File: config.mk
export PLATFORM = sky130hd
export DESIGN_NAME = pong_game_ctrl
export DESIGN_NICKNAME = d
export VERILOG_FILES = /design/src/rtl/pong_game_ctrl.sv
export SDC_FILE = /design/constraint.sdc
export NUM_CORES = 1
export LEC_CHECK = 0
export ABC_AREA = 1
export CORE_ASPECT_RATIO = 0.75
export CORE_MARGIN = 3
export CORE_UTILIZATION = 59
export CTS_CLUSTER_DIAMETER = 100
export DETAILED_ROUTE_END_ITERATION = 10
export PLACE_DENSITY_LB_ADDON = 0.15
export SYNTH_ARGS = -nofsm -noshare
export SYNTH_HDL_FRONTEND = slang
export SYNTH_SLANG_ARGS = --single-unit
File: constraint.sdc
create_clock -name clk -period 4 [get_ports clk]
set_input_delay 0.8 -clock clk [delete_from_list [all_inputs] [get_ports clk]]
set_output_delay 0.8 -clock clk [all_outputs]
set_load 0.03 [all_outputs]
File: src/rtl/pong_game_ctrl.sv
// pong_game_ctrl: frame-rate game sequencer for the VGA Pong datapath.
// Owns paddle, ball and score state. Button inputs are synchronized and applied once per
// frame_tick, and the serve/play/point/game-over phases are sequenced here.
//
// Ports:
//   clk, rst            system clock, asynchronous active-high reset
//   frame_tick          one-cycle pulse at start of vertical blanking
//   sw[0]               run (1) / pause (0); sw[2:1] ball speed select (speed = sw[2:1] + 1)
//   p1_up .. p2_down    raw asynchronous button levels
//   paddle1_y/2_y       paddle top rows
//   ball_x, ball_y      ball top-left corner
//   score1, score2      player scores
//   state               0=IDLE 1=SERVE 2=PLAY 3=GAMEOVER
//   frame_done          one-cycle pulse in the cycle after each processed frame_tick
module pong_game_ctrl #(
    parameter int unsigned PADDLE_STEP  = 4,
    parameter int unsigned SERVE_FRAMES = 60,
    parameter int unsigned WIN_SCORE    = 9
) (
    input  logic       clk,
    input  logic       rst,
    input  logic       frame_tick,
    input  logic [2:0] sw,
    input  logic       p1_up,
    input  logic       p1_down,
    input  logic       p2_up,
    input  logic       p2_down,
    output logic [8:0] paddle1_y,
    output logic [8:0] paddle2_y,
    output logic [9:0] ball_x,
    output logic [8:0] ball_y,
    output logic [3:0] score1,
    output logic [3:0] score2,
    output logic [1:0] state,
    output logic       frame_done
);

    localparam logic [9:0]         CentreX    = 10'd316;
    localparam logic [8:0]         CentreY    = 9'd236;
    localparam logic [8:0]         PaddleHome = 9'd208;
    localparam logic signed [10:0] Zero       = 11'sd0;
    localparam logic signed [10:0] PaddleMax  = 11'sd416;
    localparam logic signed [10:0] BallMaxY   = 11'sd472;
    localparam logic signed [10:0] LeftFace   = 11'sd24;
    localparam logic signed [10:0] RightFace  = 11'sd608;
    localparam logic signed [10:0] RightGoal  = 11'sd632;
    localparam logic signed [10:0] Step       = 11'(PADDLE_STEP);
    localparam logic [15:0]        ServeLoad  = 16'(SERVE_FRAMES);
    localparam logic [3:0]         WinScore   = 4'(WIN_SCORE);

    typedef enum logic [1:0] {
        StIdle     = 2'd0,
        StServe    = 2'd1,
        StPlay     = 2'd2,
        StGameover = 2'd3
    } state_e;

    state_e      state_q, state_d;
    logic [8:0]  p1_q, p1_d, p2_q, p2_d;
    logic [9:0]  bx_q, bx_d;
    logic [8:0]  by_q, by_d;
    logic        dx_q, dx_d, dy_q, dy_d;
    logic [3:0]  s1_q, s1_d, s2_q, s2_d;
    logic [15:0] cnt_q, cnt_d;
    logic        done_q;
    logic [3:0]  btn_meta, btn_sync;   // {p1_up, p1_down, p2_up, p2_down}

    // Next-step ball arithmetic in 11-bit signed so a left-edge underflow stays negative.
    logic signed [10:0] spd, bx_s, by_s, nx, ny;
    logic [10:0]        by_u, p1_u, p2_u;
    logic               ov1, ov2, pt1, pt2, dx_nx, dy_nx;
    logic [9:0]         bx_nx;
    logic [8:0]         by_nx;

    function automatic logic [8:0] paddle_next(input logic [8:0] cur, input logic up,
                                               input logic dn);
        logic signed [10:0] p;
        p = signed'({2'b00, cur});
        if (up && !dn)      p = p - Step;
        else if (dn && !up) p = p + Step;
        if (p < Zero)           p = Zero;
        else if (p > PaddleMax) p = PaddleMax;
        return p[8:0];
    endfunction

    assign spd  = signed'({8'd0, {1'b0, sw[2:1]} + 3'd1});
    assign bx_s = signed'({1'b0, bx_q});
    assign by_s = signed'({2'b00, by_q});
    assign nx   = dx_q ? bx_s + spd : bx_s - spd;
    assign ny   = dy_q ? by_s + spd : by_s - spd;
    assign by_u = {2'b00, by_q};
    assign p1_u = {2'b00, p1_q};
    assign p2_u = {2'b00, p2_q};
    // Overlap uses the paddle positions from before this frame's move.
    assign ov1  = (by_u + 11'd8 > p1_u) && (by_u < p1_u + 11'd64);
    assign ov2  = (by_u + 11'd8 > p2_u) && (by_u < p2_u + 11'd64);

    always_comb begin
        by_nx = ny[8:0];
        dy_nx = dy_q;
        if (ny < Zero) begin
            by_nx = '0;
            dy_nx = 1'b1;
        end else if (ny > BallMaxY) begin
            by_nx = BallMaxY[8:0];
            dy_nx = 1'b0;
        end
        bx_nx = nx[9:0];
        dx_nx = dx_q;
        pt1   = 1'b0;
        pt2   = 1'b0;
        if (!dx_q) begin
            if (nx <= LeftFace && ov1) begin
                bx_nx = LeftFace[9:0];
                dx_nx = 1'b1;
            end else if (nx <= Zero) begin
                pt2 = 1'b1;
            end
        end else begin
            if (nx >= RightFace && ov2) begin
                bx_nx = RightFace[9:0];
                dx_nx = 1'b0;
            end else if (nx >= RightGoal) begin
                pt1 = 1'b1;
            end
        end
    end

    always_comb begin
        state_d = state_q;
        p1_d    = p1_q;
        p2_d    = p2_q;
        bx_d    = bx_q;
        by_d    = by_q;
        dx_d    = dx_q;
        dy_d    = dy_q;
        s1_d    = s1_q;
        s2_d    = s2_q;
        cnt_d   = cnt_q;
        if (frame_tick) begin
            unique case (state_q)
                StIdle: begin
                    bx_d = CentreX;
                    by_d = CentreY;
                    p1_d = PaddleHome;
                    p2_d = PaddleHome;
                    s1_d = '0;
                    s2_d = '0;
                    if (sw[0]) begin
                        cnt_d   = ServeLoad;
                        state_d = StServe;
                    end
                end
                StServe: if (sw[0]) begin
                    p1_d = paddle_next(p1_q, btn_sync[3], btn_sync[2]);
                    p2_d = paddle_next(p2_q, btn_sync[1], btn_sync[0]);
                    // The frame that counts down to zero is the one that starts play.
                    if (cnt_q <= 16'd1) begin
                        cnt_d   = '0;
                        state_d = StPlay;
                    end else begin
                        cnt_d = cnt_q - 16'd1;
                    end
                end
                StPlay: if (sw[0]) begin
                    p1_d = paddle_next(p1_q, btn_sync[3], btn_sync[2]);
                    p2_d = paddle_next(p2_q, btn_sync[1], btn_sync[0]);
                    dy_d = dy_nx;
                    if (pt1 || pt2) begin
                        if (pt1) s1_d = s1_q + 4'd1;
                        else     s2_d = s2_q + 4'd1;
                        if (s1_d == WinScore || s2_d == WinScore) begin
                            state_d = StGameover;
                        end else begin
                            bx_d    = CentreX;
                            by_d    = CentreY;
                            dx_d    = pt1;   // serve toward the player who conceded
                            cnt_d   = ServeLoad;
                            state_d = StServe;
                        end
                    end else begin
                        bx_d = bx_nx;
                        by_d = by_nx;
                        dx_d = dx_nx;
                    end
                end
                StGameover: if (!sw[0]) begin
                    bx_d    = CentreX;
                    by_d    = CentreY;
                    p1_d    = PaddleHome;
                    p2_d    = PaddleHome;
                    s1_d    = '0;
                    s2_d    = '0;
                    state_d = StIdle;
                end
                default: ;
            endcase
        end
    end

    always_ff @(posedge clk or posedge rst) begin
        if (rst) begin
            btn_meta <= '0;
            btn_sync <= '0;
            state_q  <= StIdle;
            p1_q     <= PaddleHome;
            p2_q     <= PaddleHome;
            bx_q     <= CentreX;
            by_q     <= CentreY;
            dx_q     <= 1'b1;
            dy_q     <= 1'b1;
            s1_q     <= '0;
            s2_q     <= '0;
            cnt_q    <= '0;
            done_q   <= 1'b0;
        end else begin
            btn_meta <= {p1_up, p1_down, p2_up, p2_down};
            btn_sync <= btn_meta;
            state_q  <= state_d;
            p1_q     <= p1_d;
            p2_q     <= p2_d;
            bx_q     <= bx_d;
            by_q     <= by_d;
            dx_q     <= dx_d;
            dy_q     <= dy_d;
            s1_q     <= s1_d;
            s2_q     <= s2_d;
            cnt_q    <= cnt_d;
            done_q   <= frame_tick;
        end
    end

    assign paddle1_y  = p1_q;
    assign paddle2_y  = p2_q;
    assign ball_x     = bx_q;
    assign ball_y     = by_q;
    assign score1     = s1_q;
    assign score2     = s2_q;
    assign state      = state_q;
    assign frame_done = done_q;

endmodule

==> results of run 1 <==
Yosys cell counts, drive strengths merged:
cell       n
clkinv     2
o211ai     1
a2bb2oi    1
or2        2
clkbuf     3
o41ai      1
dfrtp     52
buf       14
o21a       2
fa         3
nor3      16
dfstp     18
nand3     84
inv      118
nor2      72
o21ai     53
a22oi      4
a21oi     37
a211oi     1
xor2      28
a21boi     1
nand4     25
nand3b     2
nor3b      1
ha        62
xnor2      6
a22o       2
nor4       5
o31ai      3
conb       1
o22ai     12
nand2    291
and3       1
path summary, 6_finish.rpt:
check | endpoint | slack (ns) | cells past startpoint
setup / recovery | ball_y[8] | 0.28 | 24
hold / removal | btn_sync[1] | 0.35 | 0
setup reg to reg | ball_x[6] | 0.30 | 22
hold reg to reg | btn_sync[1] | 0.35 | 0
max in group asynchronous | score2[3] | 2.27 | 3
min in group asynchronous | cnt_q[11] | 0.94 | 2
metal layers:
metal / wire [um] / vias to the layer above / part of all wire, % / track usage [%]
met5: 0 / - / 0 / 0
met1: 8425 / 3112 / 47 / 44.13
met2: 7597 / 342 / 42 / 42.62
met4: 238 / 0 / 1.3 / 5.235
li1: - / 3255 / - / -
met3: 1664 / 24 / 9.3 / 6.103
sequential cells by signal, summed over array words and instances, names as in the netlist, 4 cells and up:
name	flops
ball_y	9
score1	4
btn_meta	4
score2	4
cnt_q	16
paddle2_y	7
ball_x	10
btn_sync	4
paddle1_y	7
layout make-up:
type / instances / area [um2] / share of cell area, %
multi-input cells: 721 / 4208 / 52.45
flip-flops and latches: 70 / 1774 / 22.11
repair buffers: 119 / 1111 / 13.85
inverters: 120 / 450.4 / 5.614
clock buffers: 10 / 239.0 / 2.979
well taps: 136 / 170.2 / 2.121
clock inverters: 6 / 70.07 / 0.8734
power by group:
group / total [mW] / internal, mW / switching [mW]
registers: 1.31 / 0.974 / 0.332
logic: 4.84 / 1.91 / 2.93
clock network: 0.830 / 0.503 / 0.328
repair_timing:
action,in CTS,in global routing
hold endpoints to repair,0,0
resized for setup,9,41
pin swaps,4,12
setup endpoints to repair,36,46
cloned,1,2
buffers inserted,0,2
kinds of logic after synthesis:
group | Yosys count | synth area share, %
AND/OR/NAND/NOR | 499 | 34.61
buffers and inverters | 137 | 8.934
AO/OA/AOI/OAI | 118 | 10.36
flip-flops | 70 | 28.09
adder cells (fa/ha/maj) | 65 | 13.23
XOR/XNOR | 34 | 4.715
other | 1 | 0.05937
==> results.cfg, run 1 <==
[grt]
grt_use_total_pct = 28.96
grt_pass1_vias = 5913
antenna_found_initial = 0
grt_pass1_wl_um = 28500
grt_max_degree = 39
grt_overflow = 0

[final_layout]
fill_cells = 759
stdcell_area_um2 = 8023
layout_common_cells = nand2_1, inv_1, nand3_1
fin_cells = 1182
nNetsFinal = 1116
final_layout_size_suffix_gt1_share_pct = 15.39
mostFrequentLayoutCell = nand2_1
area_growth_pct = 27.02
fin_util_pct = 77.36
diodes = 0

[cts]
insertion_delay_ns = 0.34
numClockSinks = 70
htree_levels = 3
cts_hold_buf = 0
clockBufferDepth = 2
cts_buffers = 9
clockRootBuffer = clkbuf_16
clkSlewWorstSetupHoldPaths_ns = 0.06
cts_tree = done

[route]
wire_per_inst_um = 15.16
dr.pass1.iters = 5
drt_iter0_drc = 580
drtAntennaViolNets = 0
via_per_inst = 5.696
drc = 0
num_vias = 6733
routed_wirelength_um = 17920

[critical_path]
critPathKind = in2reg
arrival_ns = 4.00
cpLargestDelayFamily = simple AND/OR/NAND/NOR gates
cp-startpoint = sw[1]
cpPeakStageDelay_ns = 0.30
crit_top_cell = nand2_1
crit_path_start_kind = input pin
worstPathRequired_ns = 4.28
critical_path_buf_inv_count = 3
cp_cell_sequence = dlymetal6s2s_1, buf_4, ha_1, or2_4, ha_4, nand2_1, nor2_2, nand3_2, nand3_2, nand2_1, nand2_2, nand2_2, nor2_4, nand4_4, nand2_2, nand2_1, nor2_1, nand2_1, nand2_2, nand3_4, nand2_4, clkbuf_16, nand2_1, nand2_1
reg2reg_from = ball_y[3]
crit_path_end_kind = register
crit_fanout = 9
slowest_stage = ha_4

[synthesis]
synth_area_per_cell_um2 = 6.836
synth.distinct_cells = 43
yosysTopAreaCell = dfrtp_1
synth.top_cells.by_area = dfrtp_1, nand2_1, ha_1, dfstp_2, inv_1
synth_top_area_share_pct = 20.60
syn_area_um2 = 6316
synth_cells = 924
yosys_warnings = 0
synth_seq_cells = 70
ys_seq_area_share_pct = 28.09

[timing]
final_hold_viol_count = 0
timing.slew.headroom_pct = 44.71
final.setup_skew_ns = 0.004536
post-route-period-util_pct = 93.09
setup_viol = 0
fin_hold_ws_ns = 0.3460
slew_viol_final = 0
tns_ns = 0
rsz0062_at_grt = false
layout_setup_ws_ns = 0.2764
fmax_mhz = 268.6
worst_pin_slew_ns = 0.8282
min_period_ns = 3.724

[place]
pre_cts_ws_ns = -0.4502
place_inst = 1161
dp_hpwl_um = 12970
placedInstanceArea_um2 = 7417
port_buffers = 53
place_congestion = 0.9292

[min_path]
min_path_type = reg2reg
min_from = btn_meta[1]

[floorplanning]
dieArea_um2 = 12000
fp.coreArea_um2 = 10370
initial_core_util_pct = 60.91
io_pins = 58
rows = 32
dieHeight_um = 95.61
die_w_um = 125.5

[job]
maxCapViolCount = 0

[power]
power.density_nw_per_um2 = 869.3
ir_drop_mv = 0.3910
total_power_mw = 6.974
leakage_nw = 4.175

[status]
status = complete, no violations
Power figures use the tool's default switching activity.
==> run 2, diff against run 1 <==
Settings changed: ABC_CLOCK_PERIOD_IN_PS set to 4000.
==> results of run 2 <==
The final DEF is identical to that of run 1; final timing and power are the same.
